<file path="src/rtl/sp_ram_pkg.sv">
// sp_ram_param shared types and helpers.
// Imported by the interface, storage array and top.
package sp_ram_pkg;

    typedef enum logic {
        ST_CLEAR,
        ST_READY
    } state_t;

    localparam int BYTE_W = 8;

    function automatic int lanes(int data_w);
        return data_w / BYTE_W;
    endfunction

endpackage

</file>
<file path="src/rtl/sp_ram_if.sv">
// Request/valid bus of the single-port RAM.
// Master issues accesses, slave is the RAM.
interface sp_ram_if
    import sp_ram_pkg::*;
#(
    parameter int DATA_W = 8,
    parameter int ADDR_W = 6
) ();

    logic                       req;
    logic                       we;
    logic [ADDR_W-1:0]          addr;
    logic [DATA_W-1:0]          wdata;
    logic [lanes(DATA_W)-1:0]   be;
    logic                       ready;
    logic                       rvalid;
    logic [DATA_W-1:0]          rdata;

    modport master (
        output req, we, addr, wdata, be,
        input  ready, rvalid, rdata
    );

    modport slave (
        input  req, we, addr, wdata, be,
        output ready, rvalid, rdata
    );

endinterface

</file>
<file path="src/rtl/sp_ram_array.sv">
// Storage only: byte-lane writes, address-registered
// synchronous read.
module sp_ram_array
    import sp_ram_pkg::*;
#(
    parameter int DATA_W = 8,
    parameter int ADDR_W = 6,
    parameter int DEPTH  = 64
) (
    input  logic                     clk,
    input  logic                     we,
    input  logic                     re,
    input  logic [ADDR_W-1:0]        addr,
    input  logic [DATA_W-1:0]        wdata,
    input  logic [lanes(DATA_W)-1:0] be,
    output logic [DATA_W-1:0]        dout
);

    localparam int NL = lanes(DATA_W);

    logic [DATA_W-1:0] mem [DEPTH];
    logic [ADDR_W-1:0] addr_q;

    always_ff @(posedge clk) begin
        if (we) begin
            for (int i = 0; i < NL; i++) begin
                if (be[i]) begin
                    mem[addr][i*BYTE_W +: BYTE_W] <=
                        wdata[i*BYTE_W +: BYTE_W];
                end
            end
        end
        if (re) begin
            addr_q <= addr;
        end
    end

    assign dout = mem[addr_q];

endmodule

</file>
<file path="src/rtl/sp_ram_param.sv">
// Parametrised single-port RAM: clear sequencer after
// reset, request qualification, optional output stage.
module sp_ram_param
    import sp_ram_pkg::*;
#(
    parameter int               DATA_W    = 8,
    parameter int               ADDR_W    = 6,
    parameter int               DEPTH     = 64,
    parameter int               OUT_REG   = 0,
    parameter logic [DATA_W-1:0] CLEAR_VAL = '0
) (
    input  logic     clk,
    input  logic     rst,
    sp_ram_if.slave  bus
);

    localparam int NL = lanes(DATA_W);

    state_t            state;
    state_t            state_nx;
    logic [ADDR_W-1:0] clr_ptr;
    logic [ADDR_W-1:0] clr_ptr_nx;
    logic              in_range;
    logic              a_we;
    logic              a_re;
    logic [ADDR_W-1:0] a_addr;
    logic [DATA_W-1:0] a_wdata;
    logic [NL-1:0]     a_be;
    logic [DATA_W-1:0] a_dout;
    logic              v1;
    logic              oor1;
    logic [DATA_W-1:0] d1;

    assign in_range = 32'(bus.addr) < 32'(DEPTH);

    always_ff @(posedge clk) begin
        if (rst) begin
            state   <= ST_CLEAR;
            clr_ptr <= '0;
        end else begin
            state   <= state_nx;
            clr_ptr <= clr_ptr_nx;
        end
    end

    // The clear sequencer owns the array port until done.
    always_comb begin
        state_nx   = state;
        clr_ptr_nx = clr_ptr;
        a_we       = 1'b0;
        a_re       = 1'b0;
        a_addr     = bus.addr;
        a_wdata    = bus.wdata;
        a_be       = bus.be;
        unique case (state)
            ST_CLEAR: begin
                a_we       = ~rst;
                a_addr     = clr_ptr;
                a_wdata    = CLEAR_VAL;
                a_be       = '1;
                clr_ptr_nx = clr_ptr + 1'b1;
                if (clr_ptr == ADDR_W'(DEPTH - 1)) begin
                    state_nx = ST_READY;
                end
            end
            ST_READY: begin
                a_we = ~rst & bus.req & bus.we & in_range;
                a_re = ~rst & bus.req & ~bus.we;
            end
        endcase
    end

    sp_ram_array #(
        .DATA_W (DATA_W),
        .ADDR_W (ADDR_W),
        .DEPTH  (DEPTH)
    ) u_array (
        .clk   (clk),
        .we    (a_we),
        .re    (a_re),
        .addr  (a_addr),
        .wdata (a_wdata),
        .be    (a_be),
        .dout  (a_dout)
    );

    always_ff @(posedge clk) begin
        if (rst) begin
            v1   <= 1'b0;
            oor1 <= 1'b0;
        end else begin
            v1   <= a_re;
            oor1 <= ~in_range;
        end
    end

    assign d1 = oor1 ? '0 : a_dout;

    generate
        if (OUT_REG != 0) begin : g_oreg
            logic              v2;
            logic [DATA_W-1:0] d2;

            always_ff @(posedge clk) begin
                if (rst) begin
                    v2 <= 1'b0;
                    d2 <= '0;
                end else begin
                    v2 <= v1;
                    if (v1) begin
                        d2 <= d1;
                    end
                end
            end

            assign bus.rvalid = v2;
            assign bus.rdata  = d2;
        end else begin : g_noreg
            // Holds the last read word so rdata stays stable.
            logic [DATA_W-1:0] hold;

            always_ff @(posedge clk) begin
                if (rst) begin
                    hold <= '0;
                end else if (v1) begin
                    hold <= d1;
                end
            end

            assign bus.rvalid = v1;
            assign bus.rdata  = v1 ? d1 : hold;
        end
    endgenerate

    assign bus.ready = (state == ST_READY);

endmodule

</file>
<file path="src/flat_wrapper.sv">
// flat-port wrapper written by rule: the top's interface ports become plain ports
module sp_ram_param_flat import sp_ram_pkg::*;
#(
    parameter int               DATA_W    = 8,
    parameter int               ADDR_W    = 6,
    parameter int               DEPTH     = 64,
    parameter int               OUT_REG   = 0,
    parameter logic [DATA_W-1:0] CLEAR_VAL = '0
)
  (clk, rst, bus_req, bus_we, bus_addr, bus_wdata, bus_be, bus_ready, bus_rvalid, bus_rdata);
  sp_ram_if #(.DATA_W(DATA_W), .ADDR_W(ADDR_W)) bus_i ();
  input  logic clk;
  input  logic rst;
  input wire logic [$bits(bus_i.req)-1:0] bus_req;
  input wire logic [$bits(bus_i.we)-1:0] bus_we;
  input wire logic [$bits(bus_i.addr)-1:0] bus_addr;
  input wire logic [$bits(bus_i.wdata)-1:0] bus_wdata;
  input wire logic [$bits(bus_i.be)-1:0] bus_be;
  output wire logic [$bits(bus_i.ready)-1:0] bus_ready;
  output wire logic [$bits(bus_i.rvalid)-1:0] bus_rvalid;
  output wire logic [$bits(bus_i.rdata)-1:0] bus_rdata;
  assign bus_i.req = bus_req;
  assign bus_i.we = bus_we;
  assign bus_i.addr = bus_addr;
  assign bus_i.wdata = bus_wdata;
  assign bus_i.be = bus_be;
  assign bus_ready = bus_i.ready;
  assign bus_rvalid = bus_i.rvalid;
  assign bus_rdata = bus_i.rdata;
  sp_ram_param #(.DATA_W(DATA_W), .ADDR_W(ADDR_W), .DEPTH(DEPTH), .OUT_REG(OUT_REG), .CLEAR_VAL(CLEAR_VAL)) u_core (.clk(clk), .rst(rst), .bus(bus_i));
endmodule
</file>
<file path="config.mk">
export PLATFORM = sky130hd
export DESIGN_NAME = sp_ram_param_flat
export DESIGN_NICKNAME = d
export VERILOG_FILES = /design/src/rtl/sp_ram_pkg.sv /design/src/rtl/sp_ram_if.sv /design/src/rtl/sp_ram_array.sv /design/src/rtl/sp_ram_param.sv /design/src/flat_wrapper.sv
export SDC_FILE = /design/constraint.sdc
export NUM_CORES = 1
export LEC_CHECK = 0
export CORE_AREA = 2 2 381 232
export DETAILED_ROUTE_END_ITERATION = 8
export DIE_AREA = 0 0 383 234
export REMOVE_ABC_BUFFERS = 1
export SKIP_CTS_REPAIR_TIMING = 1
export SYNTH_ARGS = -nofsm -noshare
export SYNTH_HDL_FRONTEND = slang
export SYNTH_HIERARCHICAL = 1
export SYNTH_SLANG_ARGS = --single-unit
</file>
<file path="constraint.sdc">
create_clock -name clk -period 2.9 [get_ports clk]
set_input_delay 0.435 -clock clk [delete_from_list [all_inputs] [get_ports clk]]
set_output_delay 0.435 -clock clk [all_outputs]
set_load 0.005 [all_outputs]
</file>
==> results of run 1 <==
[synthesized netlist by cell type, drive strengths merged (2+ instances only)]
cell	instances
edfxtp	518
o221ai	6
a22oi	15
nor2b	19
nor2	85
or2	2
mux4	105
nor4bb	2
o21ai	5
a221oi	4
dfxtp	22
a211oi	4
buf	36
xor2	3
a21oi	17
and4b	2
a22o	3
nor3b	4
or3b	3
o31ai	4
a31oi	3
nand2b	10
mux2i	46
nor3	3
and4bb	3
nand2	23
a2111oi	3
nand3	9
o22ai	23
clkbuf	24
a21o	2
or3	3
nand3b	3
and2	8
mux2	32
and3	8
nand4b	2
a31o	3
[power by group through the flow]
| stage | Clock [W] | Sequential (W) | Combinational (W) |
|---|---|---|---|
| 2_1_floorplan | 0 | 0.00861 | 0.0000475 |
| 3_5_place_dp | 0 | 0.00861 | 0.000129 |
| 6_report | 0.00630 | 0.00844 | 0.000134 |
| 5_1_grt | 0.00677 | 0.00844 | 0.000139 |
| 4_1_cts | 0.00645 | 0.00844 | 0.000129 |
| 3_3_place_gp | 0 | 0.00861 | 0.000125 |
[area by class of cell]
type / count / share of cell area (%)
Tap cell: 1161 / 5.42
Sequential cell: 540 / 59.7
Clock inverter: 21 / 0.774
Timing Repair Buffer: 265 / 9.05
Clock buffer: 65 / 4.91
Multi-Input combinational cell: 478 / 20.2
[critical path, cell delays in order, from the launching register on]
cell,delay [ns]
sky130_fd_sc_hd__dfxtp_4,0.37
sky130_fd_sc_hd__buf_12,0.14
sky130_fd_sc_hd__buf_12,0.12
sky130_fd_sc_hd__clkbuf_16,0.17
sky130_fd_sc_hd__buf_6,0.12
sky130_fd_sc_hd__mux4_2,0.52
sky130_fd_sc_hd__mux2i_4,0.22
sky130_fd_sc_hd__nor2_1,0.08
sky130_fd_sc_hd__buf_4,0.16
sky130_fd_sc_hd__a21oi_4,0.13
sky130_fd_sc_hd__o22ai_4,0.13
sky130_fd_sc_hd__mux2_4,0.30
sky130_fd_sc_hd__buf_6,0.12
[cells by family after synthesis]
group / synth area share, %
AOI/OAI and AO/OA: 3.25
muxes: 15.0
buffers and inverters: 1.99
adders and majority gates: 0.0587
and+or+nand+nor: 4.58
DFF: 75.0
xor gates and xnor gates: 0.164
[how the worst max path moves through the flow]
| stage | startpoint | end |
|---|---|---|
| final | flip-flop | bus_rdata[1] |
| after global routing | flip-flop | bus_rdata[5] |
| after CTS | flip-flop | bus_rdata[2] |
| after detailed placement | flip-flop | bus_rdata[1] |
| after global placement | flip-flop | bus_rdata[3] |
| after floorplan | flip-flop | bus_rdata[4] |
[sequential cells by signal, summed over array words and instances, names as in the netlist, named ones only]
register / cells
u_core/g_noreg.hold: 8
u_core/bus.rvalid: 1
u_core/bus.ready: 1
u_core/clr_ptr: 6
u_core/u_array/mem: 512
u_core/u_array/addr_q: 6
[per-layer routing]
metal  global-route usage (%)  part of all wire, %
met2                     15.6                   39
met3                     4.24                   13
met4                     1.83                  1.1
met5                        0                0.014
met1                     19.5                   47
[through the flow]
stage               worst slack [ns]  cells
CTS                            -1.38   2481
floorplan                      -4.92   1018
finish                        -0.709   2530
detailed placement            -0.753   2395
global placement              -0.736   2395
global route                  -0.783   2530
==> results.sh, run 1 <==
export IMPL_cts_inserted_buffers=47
export IMPL_power_frac_seq_pct=56.7
export IMPL_grt_pass1_wl_um=79400
export IMPL_finalWeightedCongestion=0.907
export IMPL_synth_top_cells_by_area="sky130_fd_sc_hd__edfxtp_1 73%, sky130_fd_sc_hd__mux4_2 11%, sky130_fd_sc_hd__mux2i_1 2.2%"
export IMPL_required_ns=2.47
export IMPL_crit_fanout=7
export IMPL_route_detailed_drc=0
export IMPL_timing_reg2reg_worst_path_depth=11
export IMPL_die_width_um=383
export IMPL_cts_root_buf="sky130_fd_sc_hd__clkbuf_16"
export IMPL_yosysTopAreaCell="sky130_fd_sc_hd__edfxtp_1"
export IMPL_vias=11800
export IMPL_aggregate_global_routing_overflow=0
export IMPL_n_antenna_cell=0
export IMPL_worstSetupPathType="flip-flop to primary output"
export IMPL_worst_skew_pair_late_latency_ns=0.60
export IMPL_area_growth_pct=25.8
export IMPL_detailed_place_hpwl_um=37700
export IMPL_postSynthCellCount=1078
export IMPL_core_rowCount=84
export IMPL_final_layout_net_count=1352
export IMPL_ff_latch_area_um2=16000
export IMPL_core_area_um2=86500
export IMPL_leakage_nw=9.24
export IMPL_yosys_register_bits=540
export IMPL_placement_io_buffers=28
export IMPL_top_area_cell_type_share_of_the_netlist_area_pct=72.9
export IMPL_grt_setup_unrepaired="true"
export IMPL_first_global_vias=11200
export IMPL_finalHoldViolCount=0
export IMPL_fraction_of_layout_cells_with_a_size_suffix_above_1_pct=39.2
export IMPL_reg2reg_to="u_core/g_noreg.hold[6]"
export IMPL_total_iterations_of_the_first_detailed_routing_run=5
export IMPL_synth_async_reset_ratio_pct=0
export IMPL_layout_cells_most_common="sky130_fd_sc_hd__edfxtp_1"
export IMPL_internal_power_w=0.0120
export IMPL_setup_viol=8
export IMPL_dpl_instance_area_um2=24200
export IMPL_setup_worst_path_start_class="flip-flop"
export IMPL_seq_area_frac_synth_pct=75.0
export IMPL_setup_tns_final_ns=-5.30
export IMPL_final_max_slew_viol_count=0
export IMPL_max_clock_path_buffers=3
export IMPL_area_of_the_multi_input_gates_um2=5410
export IMPL_arrival_ns=3.17
export IMPL_synth_edff_count=518
export IMPL_finalClockSkew_ns=0.0304
export IMPL_route_final_wire_length_um=57500
export IMPL_crit_path_end_kind="primary output"
export IMPL_die_area_um2=89600
export IMPL_worst_ir_drop_on_vdd_uv=477
export IMPL_status="complete, but fails checks"
export IMPL_grt_max_degree=65
export IMPL_fin_total_pwr_w=0.0149
export IMPL_numClockSinks=540
export IMPL_violations_in_the_final_reports="negative setup slack"
export IMPL_power_share_clock_pct=42.4
export IMPL_combPwrFrac_pct=0.9
export IMPL_fin_util_pct=31.0
export IMPL_postLayoutCellArea_um2=26800
export IMPL_power_per_cell_area_nw_per_um2=555
export IMPL_synth_lib_cells_used_distinct=58
export IMPL_p_sw_share_pct=19.7
export IMPL_average_routed_wire_per_standard_cell_um=22.7
export IMPL_cell_depth_of_the_worst_min_delay_path=1
export IMPL_detail_route_antenna_nets=0
export IMPL_fin_worst_hold_slack_ns=0.477
export IMPL_worst_hold_startpoint="u_core/u_array/addr_q[1]"
export IMPL_num_fill_cells=8295
export IMPL_ys_flop_type="sky130_fd_sc_hd__edfxtp_1"
export IMPL_yosysWarnings=6
export IMPL_htree_num_levels=2
export IMPL_initialDrtViolationCount=1572
export IMPL_boundaryPins=29
export IMPL_cts_tree="built"
export IMPL_layout_common_cells="518 x sky130_fd_sc_hd__edfxtp_1, 201 x sky130_fd_sc_hd__buf_4, 105 x sky130_fd_sc_hd__mux4_2"
export IMPL_viasPerCell=4.65
export IMPL_track_usage_pct=12.2
export IMPL_final_period_utilization_pct=124
export IMPL_die_h_um=234
export IMPL_antenna_found_initial=1
export IMPL_type_of_the_most_critical_hold_path="flip-flop to flip-flop"
export IMPL_power_switching_w=0.00293
export IMPL_postLayoutSetupSlackWorst_ns=-0.709
export IMPL_timing_worst_slew_pin_value_ns=0.770
export IMPL_reg2reg_setup_slack_ns=0.07
export IMPL_max_freq_mhz=277
export IMPL_relSlewSlack_pct=48.7
export IMPL_cap_viol_max_count=0
export IMPL_initial_utilization_pct=24.7
export IMPL_fin_crit_ns=3.61
export IMPL_syn_cell_area_um2=21300
export IMPL_path_clk_slew_ns=0.06
export IMPL_syn_avg_cell_area_um2=19.8
(Power assumes the default switching activity.)
==> run 2, diff against run 1 <==
--- a/config.mk
+++ b/config.mk
@@ -5,6 +5,7 @@
 export SDC_FILE = /design/constraint.sdc
 export NUM_CORES = 1
 export LEC_CHECK = 0
+export CAP_MARGIN = 20
 export CORE_AREA = 2 2 381 232
 export DETAILED_ROUTE_END_ITERATION = 8
 export DIE_AREA = 0 0 383 234
==> results of run 2 <==
Final layout, timing and power as in run 1 (identical DEF).
==> patch (settings of run 2) <==
`DEPTH` is set to 64 in 3 places; all go to 256.
--- a/src/rtl/sp_ram_array.sv
+++ b/src/rtl/sp_ram_array.sv
@@ -5,7 +5,7 @@
 #(
     parameter int DATA_W = 8,
     parameter int ADDR_W = 6,
-    parameter int DEPTH  = 64
+    parameter int DEPTH  = 256
 ) (
     input  logic                     clk,
     input  logic                     we,
--- a/src/rtl/sp_ram_param.sv
+++ b/src/rtl/sp_ram_param.sv
@@ -5,7 +5,7 @@
 #(
     parameter int               DATA_W    = 8,
     parameter int               ADDR_W    = 6,
-    parameter int               DEPTH     = 64,
+    parameter int               DEPTH     = 256,
     parameter int               OUT_REG   = 0,
     parameter logic [DATA_W-1:0] CLEAR_VAL = '0
 ) (
--- a/src/flat_wrapper.sv
+++ b/src/flat_wrapper.sv
@@ -3,7 +3,7 @@
 #(
     parameter int               DATA_W    = 8,
     parameter int               ADDR_W    = 6,
-    parameter int               DEPTH     = 64,
+    parameter int               DEPTH     = 256,
     parameter int               OUT_REG   = 0,
     parameter logic [DATA_W-1:0] CLEAR_VAL = '0
 )
Formal check against the unedited RTL: no difference found for any inputs over 10 cycles, from zero or initial values and one cycle with rst high; that may be too few to reach the edited logic, so the function may still have changed.
==> patch against run 2 <==
  * The run still ends with negative setup slack left
  * Register-to-register slack gained 100 ps
  * Fmax hardly changed
  * Routed wire length up 1.8%
  * Area after synthesis down 0.82%
  * Die area unchanged
  * Setup slack better by 0.83 ps
  * Power shrank 3.7%
  * Cell area decreased by 0.99%
  * Sequential cell count stayed put
  * Largest power group unchanged
==> patch: results (changes against run 2) <==
* Status: finished with violations
* Failing checks: negative setup slack
* Vias in the first global route at 11300 (+1.4%)
* WL met3 at 8.26 mm (+12%)
* Cts bufs inserted at 45 (-4.3%)
* Vias per cell at 4.70 (+0.97%)
* Largest regs: u_core/u_array/mem x512, u_core/g_noreg.hold x8
* First-pass GRT wire length at 82.3 mm (+3.7%)
* Async SR Flop Fraction at 0 (unchanged)
* Clk pin slew, worst setup/hold paths at ~70 ps
* Synth top cells by count: edfxtp_1 (518), mux4_2 (124), nor2_1 (93), clkbuf_1 (30), o22ai_1 (28)
* Clock Tree Root: clkbuf_16
* Max Used Layer: met4
* Final cell count without fillers at 2515 (-0.59%)
* Initial antenna violation count at 1 (unchanged)
* WHS Path Cells at 1 (unchanged)
* Register area share after synthesis at 0.756 (+0.00621)
* Yosys warnings at 6 (unchanged)
* Slew margin rel. at 0.471 (-0.0159)
* Post-synthesis xor/xnor area fraction at 0.00166 (+0.0000136)
* Synth unique cells at 51 (-12%)
* Clock Latency Late Sink at 590 ps
* Pre-CTS WS at -646 ps (+107 ps)
* Placed insts at 2376 (-0.79%)
* Gate Count Post-Synth at 1054 (-2.2%)
* Critical-path maximum fanout at 5 (-2)
* First DRT Iteration DRCs at 1725 (+9.7%)
* HP Class: flop to flop
* Synth top area cells: edfxtp_1 (74%), mux4_2 (13%), dfxtp_1 (2.1%)
* Worst r2r path cells at 10 (-1)
* Met2 wire len at 21.7 mm (-2.2%)
* GP Congestion at 0.889 (-2.0%)
* Met1 WL at 27.9 mm (+2.3%)
* FF-to-FF End: u_core/g_noreg.hold[0]
* Slowest CP cell: mux4_2
* Post-synthesis compound-gate area fraction at 0.0286 (-0.00393)
* Largest net degree at the start of global routing at 65 (unchanged)
* Synth Area in Adders at 0.000592 (+0.00000486)
* Critical path's largest stage delay at 510 ps
* # port buffers at 28 (unchanged)
* EDFF count, synth at 518 (unchanged)
* NumNets Final at 1341 (-0.81%)
* Ys flop type: edfxtp_1
* Hold Crit Start: u_core/u_array/addr_q[2]
* H-tree depth at 2 (unchanged)
* Worst Setup Slack, final at -708 ps (+0.829 ps)
* Flop2flop setup slack at 170 ps (+100 ps)
* Max rail drop VDD at 0.362 mV (-24%)
* Post-DP HPWL at 38.7 mm (+2.9%)
* # setup viols final at 8 (unchanged)
* Worst Skew at 23.7 ps (-6.79 ps)
* First-pass DRT Iterations at 5 (unchanged)
* Routed Wire Length at 58.5 mm (+1.8%)
* GRT Total Usage at 0.127 (+0.00539)
* Layout fillers at 8362 (+0.81%)
* Share of layout cells above drive strength 1 at 0.405 (+0.0125)
* Post-synthesis mux area share at 0.150 (+0.000233)
* Clock tree buffer depth at 3 (unchanged)
* Leak pwr at 0.00904 µW (-2.2%)
patch: how the worst max path moves through the flow:
stage,start,endpoint,cells after the start
floorplan,flop,bus_rdata[0],6
global placement,flop,bus_rdata[0],9
detailed placement,flop,bus_rdata[0],9
CTS,flop,bus_rdata[0],9
global route,flop,bus_rdata[0],10
finish,flop,bus_rdata[0],10
patch: power breakdown:
group          switching [µW]  internal (µW)
Sequential               9.14           8430
Combinational            78.8           59.9
Clock                    2760           3000
patch: metal layers:
metal | GRT usage | up-vias
li1 | - | 4847
met2 | 0.155 | 681
met1 | 0.206 | 6214
met4 | 0.0213 | 0
met5 | 0 | -
met3 | 0.0496 | 66
patch: critical path: cells and delay by family (launching register included):
kind                   cells  cell delay, ps
buffers and inverters      4             540
AO/OA/AOI/OAI              4             870
multiplexers               2             800
flip-flops                 1             380
patch: cells by family after synthesis:
logic type | count (synthesis)
flip-flops | 540
AO/OA/AOI/OAI | 91
buffers and inverters | 65
adder cells (fa/ha/maj) | 1
XOR/XNOR | 4
multiplexers | 157
AND/OR/NAND/NOR | 196
patch: per-stage QoR:
stage	setup TNS [ps]	utilization	total power [µW]	instance area (µm²)	hold WS [ps]
detailed placement	-3840	0.281	8750	24300	462
floorplan	-67990	-	8660	20800	449
global placement	-4110	0.281	8750	24300	452
CTS	-8860	0.296	14500	25600	479
global route	-5760	0.307	14800	26600	490
finish	-5060	0.307	14300	26600	476
patch: final cells by class:
class | instances | area [µm²] | share of cell area
well taps | 1161 | 1450 | 0.0547
inverters | 2 | 7.51 | 0.000283
clock inverters | 17 | 76.3 | 0.00287
clock buffers | 63 | 1250 | 0.0469
flip-flops and latches | 540 | 16000 | 0.603
repair buffers | 283 | 2590 | 0.0974
multi-input cells | 449 | 5180 | 0.195
